File: config.mk
export PLATFORM = sky130hd
export DESIGN_NAME = reqgnt_responder
export DESIGN_NICKNAME = d
export VERILOG_FILES = /design/src/rtl/reqgnt_responder.sv
export SDC_FILE = /design/constraint.sdc
export NUM_CORES = 1
export LEC_CHECK = 0
export ABC_CLOCK_PERIOD_IN_PS = 5500
export BUFFER_PORTS_ARGS = -buffer_cell sky130_fd_sc_hd__buf_4
export CELL_PAD_IN_SITES_DETAIL_PLACEMENT = 1
export CELL_PAD_IN_SITES_GLOBAL_PLACEMENT = 1
export CORE_ASPECT_RATIO = 1.75
export CORE_MARGIN = 2
export CORE_UTILIZATION = 47
export DETAILED_ROUTE_END_ITERATION = 10
export PLACE_DENSITY = 0.85
export SLEW_MARGIN = 20
export SYNTH_ARGS = -nofsm -noshare
export SYNTH_HDL_FRONTEND = slang
export SYNTH_SLANG_ARGS = --single-unit
File: constraint.sdc
create_clock -name i_clk -period 5.5 [get_ports i_clk]
set_clock_uncertainty 0.1 [all_clocks]
set_input_delay 0 -clock i_clk [delete_from_list [all_inputs] [get_ports i_clk]]
set_output_delay 0 -clock i_clk [all_outputs]
set_load 0.02 [all_outputs]
File: src/rtl/reqgnt_responder.sv
// reqgnt_responder
// Grant-side responder for a req/gnt handshake. Every accepted request is
// timestamped into a small circular buffer and granted exactly once, in FIFO
// order, between MIN_LAT and MAX_LAT cycles after it was raised. srv_ready
// allows an early grant; reaching the MAX_LAT deadline forces one.
module reqgnt_responder #(
    parameter int DEPTH   = 8,
    parameter int MIN_LAT = 2,
    parameter int MAX_LAT = 8,
    parameter int CW      = $clog2(DEPTH + 1)
) (
    input  logic          i_clk,
    input  logic          i_rst_n,
    input  logic          i_req,
    input  logic          i_srv_ready,
    output logic          o_gnt,
    output logic          o_gnt_forced,
    output logic [CW-1:0] o_outstanding,
    output logic          o_full,
    output logic          o_err_drop
);

    // Timestamp width: one bit more than needed for MAX_LAT, so the modular
    // age of the head is always exact.
    localparam int TW = $clog2(MAX_LAT + 1) + 1;
    localparam int PW = (DEPTH > 1) ? $clog2(DEPTH) : 1;

    localparam logic [TW-1:0] FORCE_AGE = TW'(MAX_LAT - 1);
    localparam logic [TW-1:0] EARLY_AGE = TW'(MIN_LAT - 1);
    localparam logic [CW-1:0] DEPTH_C   = CW'(DEPTH);
    localparam logic [PW-1:0] LAST_PTR  = PW'(DEPTH - 1);

    // Wrapping pointer increment for a buffer whose depth need not be 2^n.
    function automatic logic [PW-1:0] ptr_inc(input logic [PW-1:0] p);
        logic [PW-1:0] n;
        if (p == LAST_PTR) begin
            n = {PW{1'b0}};
        end else begin
            n = p + PW'(1);
        end
        return n;
    endfunction

    // Age of a stored stamp relative to the free-running counter (mod 2^TW).
    function automatic logic [TW-1:0] age_of(input logic [TW-1:0] now,
                                             input logic [TW-1:0] stamp);
        return now - stamp;
    endfunction

    logic [TW-1:0] r_now;
    logic [TW-1:0] r_stamp [DEPTH];
    logic [PW-1:0] r_wr_ptr;
    logic [PW-1:0] r_rd_ptr;
    logic [CW-1:0] r_count;
    logic          r_gnt;
    logic          r_gnt_forced;
    logic          r_err_drop;
    logic [CW-1:0] r_outstanding;

    logic [TW-1:0] w_head_age;
    logic          w_force;
    logic          w_pop;
    logic          w_push;
    logic          w_drop;
    logic [CW-1:0] w_count_next;
    logic [CW:0]   w_out_sum;
    logic [CW-1:0] w_out_next;

    // Grant decision on the current head, accept/drop of the incoming request,
    // and the next values of the occupancy count and reported outstanding.
    always_comb begin
        w_head_age   = age_of(r_now, r_stamp[r_rd_ptr]);
        w_force      = 1'b0;
        w_pop        = 1'b0;
        w_push       = 1'b0;
        w_drop       = 1'b0;
        w_count_next = r_count;
        w_out_sum    = {(CW+1){1'b0}};
        w_out_next   = {CW{1'b0}};

        if (r_count != {CW{1'b0}}) begin
            if (w_head_age == FORCE_AGE) begin
                w_force = 1'b1;
                w_pop   = 1'b1;
            end else if ((w_head_age >= EARLY_AGE) && i_srv_ready) begin
                w_pop   = 1'b1;
            end else begin
                w_pop   = 1'b0;
            end
        end else begin
            w_pop = 1'b0;
        end

        // A full buffer still takes a request when the head leaves at this edge.
        if (i_req && ((r_count < DEPTH_C) || w_pop)) begin
            w_push = 1'b1;
        end else begin
            w_drop = i_req;
        end

        case ({w_push, w_pop})
            2'b10:   w_count_next = r_count + CW'(1);
            2'b01:   w_count_next = r_count - CW'(1);
            default: w_count_next = r_count;
        endcase

        // The request being granted next cycle is still reported as outstanding
        // during its grant cycle. A refill of a full buffer in the same edge
        // would overshoot, so the report is capped at DEPTH.
        w_out_sum = {1'b0, w_count_next} + {{CW{1'b0}}, w_pop};
        if (w_out_sum > {1'b0, DEPTH_C}) begin
            w_out_next = DEPTH_C;
        end else begin
            w_out_next = w_out_sum[CW-1:0];
        end
    end

    // Buffer, pointers, counters and all registered outputs.
    always_ff @(posedge i_clk or negedge i_rst_n) begin
        if (!i_rst_n) begin
            r_now         <= {TW{1'b0}};
            r_wr_ptr      <= {PW{1'b0}};
            r_rd_ptr      <= {PW{1'b0}};
            r_count       <= {CW{1'b0}};
            r_gnt         <= 1'b0;
            r_gnt_forced  <= 1'b0;
            r_err_drop    <= 1'b0;
            r_outstanding <= {CW{1'b0}};
            for (int i = 0; i < DEPTH; i++) begin
                r_stamp[i] <= {TW{1'b0}};
            end
        end else begin
            r_now         <= r_now + TW'(1);
            r_count       <= w_count_next;
            r_gnt         <= w_pop;
            r_gnt_forced  <= w_force;
            r_err_drop    <= w_drop;
            r_outstanding <= w_out_next;
            if (w_push) begin
                r_stamp[r_wr_ptr] <= r_now;
                r_wr_ptr          <= ptr_inc(r_wr_ptr);
            end
            if (w_pop) begin
                r_rd_ptr <= ptr_inc(r_rd_ptr);
            end
        end
    end

    assign o_gnt         = r_gnt;
    assign o_gnt_forced  = r_gnt_forced;
    assign o_err_drop    = r_err_drop;
    assign o_outstanding = r_outstanding;
    assign o_full        = (r_outstanding == DEPTH_C);

endmodule

# [Yosys cells after proc, flatten, opt, wreduce, memory -nomap -nowiden]
# Index checks and enable logic that the tools add are counted.
[totals] register_bits=62 input_bits=4 output_inout_bits=8 word_cells=59
[op_classes] addsub=7 order_cmp=6 eq_ne=6 n_mux=17 bitwise=2 reduce_logical=5
[ops] cell="bitwise mux 40 bit" count=1
[ops] cell="binary-select mux 5 bit (select 3 bit)" count=1
[ops] cell="demux 5 bit (select 3 bit)" count=1
[ops] cell="two-way mux 5 bit" count=3
[ops] cell="greater-or-equal comparator 4 bit, second input constant" count=2
[ops] cell="inverter 3 -> 4 bit" count=2
[ops] cell="one-hot mux 4 bit (2 select lines)" count=1
[ops] cell="two-way mux 1 bit" count=7
[ops] cell="adder 3 x 1 -> 3 bit, second input constant" count=2
[ops] cell="== test 3 bit, second input constant" count=2
[ops] cell="two-way mux 3 bit" count=2
[ops] cell="adder 4 x 1 -> 5 bit" count=1
[ops] cell="adder 5 x 1 -> 5 bit, second input constant" count=1
[ops] cell="== test 5 x 3 -> 1 bit, second input constant" count=1
[ops] cell="greater-or-equal comparator 5 x 1 -> 1 bit, second input constant" count=1
[ops] cell="> comparator 5 x 4 -> 1 bit, second input constant" count=1
[ops] cell="subtractor 5 bit" count=1
[ops] cell="adder 4 x 1 -> 4 bit, second input constant" count=1
[ops] cell="== test 4 bit, second input constant" count=1
[ops] cell="less-than comparator 4 x 1 -> 1 bit, second input constant" count=1
[ops] cell="less-than comparator 4 bit, second input constant" count=1
[ops] cell="two-way mux 4 bit" count=1
[ops] cell="nonzero test 4 bit" count=1
[ops] cell="subtractor 4 x 1 -> 4 bit, second input constant" count=1
[ops] cell="4 further kinds" count=6

# [Longest topological paths before layout]
# Gate-level depths: netlist (run 1).
[logic_depth] ltp_word=18 depth_mapped=23 mapped_depth_nobuf=20

# [Least setup slack after synthesis (run 1)]
# No wires, ideal clock.
[synth_timing] kind="register -> register" from="reg r_rd_ptr[0]" to="reg r_outstanding[0] (netlist: o_outstanding[0])" setup_ps=119 arrival_time_ps=5604 required_time_ps=5281 setup_slack_ps=-323 stages_incl_launch_ff=24 path_buffers=3 period_less_slack_ps=5823 cell_sequence="dfrtp_1 buf_6 clkbuf_1 mux4_2 mux2_2 ha_1 fa_1 nand2b_1 o2bb2ai_1 xor3_1 o211ai_1 o211a_1 buf_6 nor3b_1 inv_1 ha_1 ha_1 a21o_1 a21oi_1 xor2_1 nor2_1 xor2_1 mux2_2 and2_1"
[synth_between] elab_chain_cells=18 word_cells_on_any_way=20 cone_classes="2 x add/sub; 2 x order compare; 3 x eq/ne; 9 x mux; 1 x bitwise; 3 x reduce/logical"
[synth_lines] item="start, declared" line="53" rtl="logic [PW-1:0] r_rd_ptr;"
[synth_lines] item="start signal, assigned" line="123" rtl="r_rd_ptr <= {PW{1'b0}};"
[synth_lines] item="start signal, assigned" line="144" rtl="r_rd_ptr <= ptr_inc(r_rd_ptr);"
[synth_lines] item="inverter 3 -> 4 bit (not written as such) (*)" line="72" rtl="w_head_age = age_of(r_now, r_stamp[r_rd_ptr]);"
[synth_lines] item="binary-select mux 5 bit (select 3 bit) (*)" line="72"
[synth_lines] item="two-way mux 5 bit (not written as such) (*) (2 in series)" line="72"
[synth_lines] item="subtractor 5 bit (*)" line="47" rtl="return now - stamp;"
[synth_lines] item="greater-or-equal comparator 5 x 1 -> 1 bit" line="85" rtl="end else if ((w_head_age >= EARLY_AGE) && i_srv_ready) begin"
[synth_lines] item="logical AND 1 bit" line="85"
[synth_lines] item="two-way mux 1 bit" line="85"
[synth_lines] item="two-way mux 1 bit (*)" line="82" rtl="if (w_head_age == FORCE_AGE) begin"
[synth_lines] item="[3 not listed]"
[synth_lines] item="two-way mux 1 bit" line="95" rtl="if (i_req && ((r_count < DEPTH_C) || w_pop)) begin"
[synth_lines] item="== test 2 x 1 -> 1 bit or == test 2 bit (tied branches)" line="101" rtl="case ({w_push, w_pop})"
[synth_lines] item="one-hot mux 4 bit (2 select lines) (*)" line="101"
[synth_lines] item="via w_count_next[3]" line="65" rtl="logic [CW-1:0] w_count_next;"
[synth_lines] item="adder 4 x 1 -> 5 bit (*)" line="110" rtl="w_out_sum = {1'b0, w_count_next} + {{CW{1'b0}}, w_pop};"
[synth_lines] item="> comparator 5 x 4 -> 1 bit (*)" line="111" rtl="if (w_out_sum > {1'b0, DEPTH_C}) begin"
[synth_lines] item="two-way mux 4 bit (*)" line="111"
[synth_lines] item="via w_out_next[0]" line="67" rtl="logic [CW-1:0] w_out_next;"
[synth_lines] item="end signal, assigned" line="128" rtl="r_outstanding <= {CW{1'b0}};"
[synth_lines] item="end signal, assigned" line="138" rtl="r_outstanding <= w_out_next;"
[synth_lines] item="end, declared" line="58" rtl="logic [CW-1:0] r_outstanding;"
# The timed path passes the listed nets; every way through them passes the cells marked *. The select of a mux whose other input is x is not followed.
# A chain may end at the register's enable or synchronous reset.

# [Worst setup path after layout (run 1)]
# Same ends and word-level chain as after synthesis.

==> results_dict.tcl, run 1 <==
set metrics [dict create \
    status "finished, final reports clean" \
    final_hold_viol_count 0 \
    area.sequential_um2 1550 \
    drv_slew 0 \
    vias 2024 \
    gp_congestion 0.789 \
    grt-ovfl-total 0 \
    ys_ff_latch 62 \
    ff2ff_setup_slack_ps 160 \
    initial_utilization_pct 48.4 \
    clk_pin_slew_ps 50 \
    syn-num-nets 248 \
    critPathCaptureType "flop" \
    cts.sinks 62 \
    postLayoutCellArea_um2 3870 \
    ys.flop_type "dfrtp_1" \
    yosys.area.top_type "dfrtp_1" \
    startpoint_type "flop" \
    max_stage_delay_ps 520 \
    nNetsFinal 274 \
    grt_pass1_vias 2262 \
    path_max_fanout 5 \
    max_freq_mhz 187 \
    worstMarginPinSlew_ps 791 \
    pre_cts_slack_ps 15.1 \
    drtPass1Iterations 4 \
    drc_errors 0 \
    antenna_found_initial 0 \
    cts-root-buf "clkbuf_16" \
    ys_warn_count 0 \
    drv_cap 0 \
    slowest_stage "mux4_2" \
    post-route-period-util_pct 97.1 \
    dp.cells 319 \
    worst-path-buf-inv 1 \
    insertion_delay_ps 330 \
    syn_area_per_cell_um2 14.5 \
    synth_edf_count 0 \
    port_buffers 11 \
    multi_input_area_um2 1640 \
    grt_pass1_wl_um 12100 \
    area_growth_pct 17.3 \
    post_dp_cell_area_um2 3460 \
    post-route-min-period_ps 5340 \
    crit_chain "mux4_2, mux2_2, ha_1, fa_2, nand2b_1, o2bb2ai_1, xor3_1, o211ai_1, o211a_1, nor3b_2, inv_1, ha_2, ha_1, a21o_1, a21oi_2, xor2_1, nor2_2, xor2_2, mux2_2, and2_1" \
    finalWorstSetupSlack_ps 160 \
    grt_use_total_pct 22.6 \
    coreArea_um2 6810 \
    wl_per_cell_um 23.6 \
    antenna_cells 0 \
    syn_inst 228 \
    synth_top_area_share_pct 47.1 \
    yosysMostFrequentCell "dfrtp_1" \
    ys_async_sr_fraction_pct 100 \
    path_delay_family "multiplexers" \
    drive_gt1_share_pct 44.4 \
    dp_hpwl_um 5240 \
    cts_tree "built" \
    fill_cells 681 \
    grt_max_degree 63 \
    synth_cell_type_count 38 \
    die_area_um2 7730 \
    rows 40 \
    ys_top_cells_by_count "dfrtp_1, mux2_2, mux2_4, ha_1, mux4_2" \
    vias_per_cell 5.90 \
    die_h_um 115 \
    setup_viol 0 \
    seq_area_frac_synth_pct 47.1 \
    fin_util_pct 56.8 \
    slew_headroom_pct 47.3 \
    drtIter0Drc 38 \
    critical_path_required_ps 5620 \
    cp_data_arrival_time_ps 5460 \
    wl_um 8080 \
    syn_area_um2 3300 \
    synthTopCellsByArea "dfrtp_1, mux2_2, mux2_4, mux4_2, ha_1" \
    fin_cells 343 \
    h-tree-depth 3 \
    critPathKind "flop to flop" \
    fp.dieW_um 67.3 \
    clock_path_buffers 2 \
    worstHoldPathType "primary input to flop" \
    final_antenna_net_count 0 \
    ios 12 \
    numCtsBuffers 9 \
]
==> final timing paths <==
path                                  start          endpoint  depth (start not counted)
worst max-delay path            r_rd_ptr[0]  o_outstanding[0]                         20
worst min-delay path            i_srv_ready             o_gnt                          4
worst max register to register  r_rd_ptr[0]  o_outstanding[0]                         20
worst min register to register  r_stamp[27]       r_stamp[27]                          1
max in group asynchronous           i_rst_n       r_rd_ptr[0]                          2
min in group asynchronous           i_rst_n       r_stamp[32]                          2
==> per-stage QoR <==
stage	hold WS [ps]	setup TNS, ps
floorplan	-396	0
global placement	25.6	0
detailed placement	23.9	0
CTS	72.3	0
global route	66.4	-92.3
finish	55.0	0
==> layout make-up <==
class                           count  share of cell area (%)
Multi-Input combinational cell    145                    42.5
Sequential cell                    62                    40.1
Clock buffer                       13                    6.47
Timing Repair Buffer               29                    5.76
Tap cell                           84                    2.72
Clock inverter                      3                    1.75
Inverter                            7                   0.679
==> repair_timing <==
item                                   in CTS  in global routing
resized for setup                           0                  7
setup endpoints to repair                   0                  4
buffers inserted                            0                  6
endpoints found under the hold margin      63                  0
hold buffers                                2                  0
==> worst reg2reg max path, cell delays in order (launching register included) <==
cell and delay [ps]:
dfrtp_2 440, mux4_2 520, mux2_2 290, ha_1 220, fa_2 370, nand2b_1 160, o2bb2ai_1 160, xor3_1 330
o211ai_1 170, o211a_1 300, nor3b_2 210, inv_1 70, ha_2 210, ha_1 290, a21o_1 170, a21oi_2 140
xor2_1 180, nor2_2 70, xor2_2 260, mux2_2 400, and2_1 160
==> cells by family after synthesis <==
kind of cell               count (synthesis)  share of synthesized area [%]
adders and majority gates                 16                           6.53
and+or+nand+nor                           41                           9.07
xor gates and xnor gates                  10                           3.11
AOI/OAI and AO/OA                         13                           3.04
buffers and inverters                     21                           3.91
muxes                                     65                           27.3
DFF                                       62                           47.1
==> flip-flops by register name, summed over array words and instances (netlist names) <==
| signal | cells |
|---|---|
| r_rd_ptr | 3 |
| o_err_drop | 1 |
| r_wr_ptr | 3 |
| o_outstanding | 4 |
| r_now | 5 |
| r_stamp | 40 |
| r_count | 4 |
| o_gnt | 1 |
| o_gnt_forced | 1 |
==> layout by cell type, fill, tap and decap left out, drive strengths merged, types with 3 or more instances in the layout <==
cell     n
and2     3
buf     27
clkbuf  13
dfrtp   62
ha      14
inv      7
mux2    49
mux2i    7
mux4     9
nand2    7
nand2b   4
nor2     9
nor2b    3
nor4b    4
or4      3
xnor2    4
xor2     5
==> metal layers <==
metal | track usage (%) | share of wire (%)
met5 | 0 | 0
met4 | 12.7 | 4.9
met3 | 6.36 | 2.5
met2 | 39.1 | 57
met1 | 24.0 | 35
Power of run 1 is left out: the tool's default activity adds up to more than one toggle a clock period on the data nets, which glitch-free logic cannot reach.
==> run 2: changes to the inputs <==
--- a/config.mk
+++ b/config.mk
@@ -11,9 +11,9 @@
 export CELL_PAD_IN_SITES_GLOBAL_PLACEMENT = 1
 export CORE_ASPECT_RATIO = 1.75
 export CORE_MARGIN = 2
-export CORE_UTILIZATION = 47
+export CORE_UTILIZATION = 40
 export DETAILED_ROUTE_END_ITERATION = 10
-export PLACE_DENSITY = 0.85
+export PLACE_DENSITY = 0.75
 export SLEW_MARGIN = 20
 export SYNTH_ARGS = -nofsm -noshare
 export SYNTH_HDL_FRONTEND = slang
==> results_dict.tcl, run 2 (synthesis gave the netlist of run 1 again) <==
set metrics [dict create \
    status "finished, final reports clean" \
    die_area_um2 9010 \
    vias_per_cell 5.42 \
    wl_um 6960 \
    drtIter0Drc 56 \
    port_buffers 11 \
    r2r_end "o_outstanding[1]" \
    fin_util_pct 48.4 \
    finalPower_mw 3.03 \
    area.sequential_um2 1550 \
    clock_path_buffers 2 \
    hold_end "o_gnt" \
    drv_cap 0 \
    cts-root-buf "clkbuf_16" \
    final_hold_viol_count 0 \
    grt_pass1_wl_um 11500 \
    critPathCaptureType "flop" \
    regToRegStartpoint "r_rd_ptr[0]" \
    antenna_found_initial 0 \
    dp_hpwl_um 4910 \
    ff2ff_setup_slack_ps 230 \
    crit_chain "mux4_2, mux2_2, ha_1, fa_1, nand2b_1, o2bb2ai_1, xor3_1, o211ai_1, o211a_1, nor3b_2, inv_1, ha_1, ha_1, a21o_1, a21oi_1, xor2_1, nor2_2, xor2_2, mux2_2, and2_1" \
    worstHoldPathType "primary input to flop" \
    clockPowerShare_pct 20.8 \
    hold_depth 4 \
    die_h_um 124 \
    gp_congestion 0.781 \
    final_common_cell "dfrtp_1" \
    critical_path_required_ps 5620 \
    reg2reg_depth 20 \
    worstMarginPinSlew_ps 784 \
    post-route-min-period_ps 5270 \
    final_antenna_net_count 0 \
    crit_top_cell "ha_1" \
    ios 12 \
    vias 1864 \
    cts_tree "built" \
    fp.dieW_um 72.6 \
    startpoint_type "flop" \
    swShare_pct 35.0 \
    max_stage_delay_ps 510 \
    ir_drop_mv 0.553 \
    nNetsFinal 269 \
    fill_cells 807 \
    drtPass1Iterations 4 \
    tns_ps 0 \
    cts.sinks 62 \
    setup_viol 0 \
    p_int_mw 1.97 \
    insertion_delay_ps 330 \
    combPwrFrac_pct 51.3 \
    clk_pin_slew_ps 50 \
    drv_slew 0 \
    area_growth_pct 16.8 \
    slew_headroom_pct 47.8 \
    path_max_fanout 4 \
    final_cell_mix "dfrtp_1, mux2_2, buf_4, mux2_4, ha_1" \
    cellLeakagePower_nw 1.78 \
    grt_pass1_vias 2190 \
    slowest_stage "mux4_2" \
    critPathKind "flop to flop" \
    share_seq_of_total_power_pct 27.9 \
    antenna_cells 0 \
    h-tree-depth 3 \
    wl_per_cell_um 20.2 \
    whs_ps 40.4 \
    power_density_nw_per_um2 787 \
    max_freq_mhz 190 \
    drive_gt1_share_pct 42.9 \
    initial_utilization_pct 41.4 \
    reg.largest.list "r_stamp: 40 flops, r_now: 5 flops" \
    multi_input_area_um2 1640 \
    grt-ovfl-total 0 \
    numCtsBuffers 9 \
    grt_use_total_pct 17.6 \
    rows 43 \
    switchingPower_mw 1.06 \
    holdCritStartpoint "i_srv_ready" \
    grt_max_degree 63 \
    drc_errors 0 \
    largest_reg_flops 40 \
    post-route-period-util_pct 95.7 \
    cp_data_arrival_time_ps 5390 \
    top_register "r_stamp" \
    coreArea_um2 7960 \
]
## run 2: per-stage QoR
step | area, um2 | instances | setup slack [ps]
after floorplan | 3300 | 228 | 44.1
after global placement | 3470 | 325 | 291
after detailed placement | 3470 | 325 | 141
after CTS | 3820 | 343 | 79.8
after global routing | 3850 | 344 | -57.3
final | 3850 | 344 | 234
## run 2: timing repair
item,4_1_cts,5_1_grt
buffers inserted,0,1
endpoints found under the hold margin,63,0
gates resized for setup,0,5
setup endpoints to repair,0,3
hold buffers,2,0
## run 2: layer usage
metal / wire length (um) / track usage [%] / part of all wire, %
met1: 2610 / 18.2 / 37
met2: 4000 / 32.3 / 57
met3: 113 / 3.40 / 1.6
met4: 235 / 10.2 / 3.4
met5: 0 / 0 / 0
## run 2: cell type report
type                    instances  share of cell area, %
multi-input cells             145                   42.5
flip-flops and latches         62                   40.3
clock buffers                  13                   7.02
repair buffers                 24                   4.91
well taps                      90                   2.92
clock inverters                 3                   1.69
inverters                       7                  0.682
## run 2: worst max-delay path by stage
stage	startpoint	to	slack, ps
after floorplan	r_rd_ptr[0]	o_outstanding[0]	40
after CTS	r_rd_ptr[0]	o_outstanding[1]	80
after global routing	r_rd_ptr[0]	o_outstanding[1]	-60
after detailed placement	r_rd_ptr[0]	o_outstanding[1]	140
final	r_rd_ptr[0]	o_outstanding[1]	230
after global placement	r_rd_ptr[0]	o_outstanding[1]	290
## run 2: power groups by stage
stage | clock network (mW) | registers (mW) | logic (mW)
after floorplan | 0 | 0.797 | 1.17
after global placement | 0 | 0.842 | 1.45
after detailed placement | 0 | 0.849 | 1.50
after CTS | 0.643 | 0.844 | 1.53
after global routing | 0.660 | 0.873 | 1.72
final | 0.630 | 0.846 | 1.55
## run 2: critical path: cells and delay by family, from the launching register on
kind	cells	cell delay, ps
multiplexers	3	1170
adder cells (fa/ha/maj)	4	1160
AO/OA/AOI/OAI	5	910
XOR/XNOR	3	720
AND/OR/NAND/NOR	4	610
flip-flops	1	430
buffers and inverters	1	60
(Power assumes the default switching activity.)
==> run 3: changes to the inputs <==
--- a/config.mk
+++ b/config.mk
@@ -5,15 +5,15 @@
 export SDC_FILE = /design/constraint.sdc
 export NUM_CORES = 1
 export LEC_CHECK = 0
-export ABC_CLOCK_PERIOD_IN_PS = 5500
+export ABC_CLOCK_PERIOD_IN_PS = 6080
 export BUFFER_PORTS_ARGS = -buffer_cell sky130_fd_sc_hd__buf_4
-export CELL_PAD_IN_SITES_DETAIL_PLACEMENT = 1
+export CELL_PAD_IN_SITES_DETAIL_PLACEMENT = 0
 export CELL_PAD_IN_SITES_GLOBAL_PLACEMENT = 1
 export CORE_ASPECT_RATIO = 1.75
 export CORE_MARGIN = 2
 export CORE_UTILIZATION = 40
 export DETAILED_ROUTE_END_ITERATION = 10
-export PLACE_DENSITY = 0.75
+export PLACE_DENSITY = 0.73
 export SLEW_MARGIN = 20
 export SYNTH_ARGS = -nofsm -noshare
 export SYNTH_HDL_FRONTEND = slang
==> constraint.sdc (replaced) <==
create_clock -name i_clk -period 6.08 [get_ports i_clk]
set_clock_uncertainty 0.1 [all_clocks]
set_input_delay 0 -clock i_clk [delete_from_list [all_inputs] [get_ports i_clk]]
set_output_delay 0 -clock i_clk [all_outputs]
set_load 0.02 [all_outputs]
==> results_dict.tcl, run 3 (synthesis gave the netlist of run 1 again) <==
set metrics [dict create \
    top_register "r_stamp" \
    die_h_um 124 \
    holdBufCountCts 3 \
    grt_use_total_pct 16.5 \
    grt_pass1_vias 1917 \
    r2r_end "o_outstanding[1]" \
    largest_reg_flops 40 \
    fill_cells 721 \
    final_hold_viol_count 0 \
    cts-root-buf "clkbuf_16" \
    post-route-period-util_pct 91.8 \
    power_density_nw_per_um2 679 \
    rsz0062_at_grt "false" \
    max_freq_mhz 179 \
    dp_hpwl_um 4560 \
    cts_setup_buffers 0 \
    nNetsFinal 263 \
    numCtsBuffers 9 \
    startpoint_type "flop" \
    slew_headroom_pct 34.1 \
    cts_resized 0 \
    antenna_cells 0 \
    cts.sinks 62 \
    startpoint "r_rd_ptr[0]" \
    clock_path_buffers 2 \
    final_common_cell "dfrtp_1" \
    drtIter0Drc 41 \
    drive_gt1_share_pct 39.5 \
    rows 43 \
    grt-ovfl-total 0 \
    drc_errors 0 \
    crit_path_end "o_outstanding[1]" \
    ios 12 \
    ir_drop_mv 0.420 \
    clk_pin_slew_ps 50 \
    cellLeakagePower_nw 1.74 \
    insertion_delay_ps 330 \
    h-tree-depth 3 \
    coreArea_um2 7960 \
    port_buffers 11 \
    drv_slew 0 \
    reg2reg_depth 20 \
    vias_per_cell 5.38 \
    path_max_fanout 12 \
    critPathKind "flop to flop" \
    regToRegStartpoint "r_rd_ptr[0]" \
    whs_ps 185 \
    drv_cap 0 \
    post-route-min-period_ps 5580 \
    final_cell_mix "dfrtp_1, mux2_2, mux2_4, buf_4, ha_1" \
    postLayoutCellArea_um2 3770 \
    critPathCaptureType "flop" \
    drtPass1Iterations 4 \
    ff2ff_setup_slack_ps 500 \
    grt_pass1_wl_um 10500 \
    worstMarginPinSlew_ps 981 \
    tns_ps 0 \
    post_dp_cell_area_um2 3420 \
    cp_data_arrival_time_ps 5700 \
    critical_path_required_ps 6200 \
    antenna_found_initial 0 \
    area_growth_pct 14.3 \
    reg.largest.list "r_stamp: 40 flops, r_now: 5 flops" \
    status "finished, final reports clean" \
    grt_max_degree 63 \
    vias 1819 \
    setup_viol 0 \
    die_area_um2 9010 \
    wl_per_cell_um 18.5 \
    gp_congestion 0.783 \
    fp.dieW_um 72.6 \
    wl_um 6240 \
    initial_utilization_pct 41.4 \
    cts_tree "built" \
    worstHoldPathType "primary input to async pin" \
    final_antenna_net_count 0 \
]
[run 3: metal layers]
metal,track usage [%],routed length [um],vias up
met2,27.9,3490,14
met4,10.3,226,0
met1,18.8,2420,945
met3,3.24,103,12
met5,0,0,-
li1,-,-,848
[run 3: power by group]
| group | total, mW | switching (mW) | internal [mW] | leakage [nW] |
|---|---|---|---|---|
| clock | 0.534 | 0.174 | 0.360 | 0.162 |
| sequential | 0.770 | 0.156 | 0.614 | 0.748 |
| combinational | 1.26 | 0.555 | 0.702 | 0.829 |
| total | 2.56 | 0.885 | 1.68 | 1.74 |
[run 3: cell type report]
class	instances	area [um2]	share of cell area (%)
Clock buffer	13	280	7.43
Clock inverter	3	40.0	1.06
Inverter	7	26.3	0.697
Multi-Input combinational cell	145	1620	42.9
Sequential cell	62	1550	41.2
Tap cell	90	113	2.99
Timing Repair Buffer	18	143	3.78
[run 3: worst max-delay path: stages (launching register included)]
cell and delay [ps]:
dfrtp_1 710, mux4_2 570, mux2_2 280, ha_1 210, fa_1 390, nand2b_1 160
o2bb2ai_1 130, xor3_1 230, o211ai_1 140, o211a_1 250, nor3b_1 280, inv_1 70
ha_1 250, ha_1 300, a21o_1 160, a21oi_1 170, xor2_1 160, nor2_1 60
xor2_1 310, mux2_2 390, and2_1 150
[run 3: how the worst min path moves through the flow]
stage,from,slack [ps],endpoint,depth (start not counted)
floorplan,i_rst_n,-400,o_err_drop,0
global placement,i_rst_n,30,r_wr_ptr[0],1
detailed placement,i_rst_n,30,r_wr_ptr[0],1
CTS,i_rst_n,220,o_err_drop,2
global route,i_rst_n,280,r_stamp[28],2
finish,i_rst_n,190,r_wr_ptr[0],2
[run 3: metrics by stage]
stage | worst slack, ps | utilization [%] | std cells | power, mW
2_1_floorplan | 257 | - | 228 | 1.78
3_3_place_gp | 581 | 42.9 | 319 | 2.05
3_5_place_dp | 455 | 42.9 | 319 | 2.07
4_1_cts | 430 | 47.3 | 338 | 2.62
5_1_grt | 83.1 | 47.3 | 338 | 2.77
6_report | 499 | 47.3 | 338 | 2.56
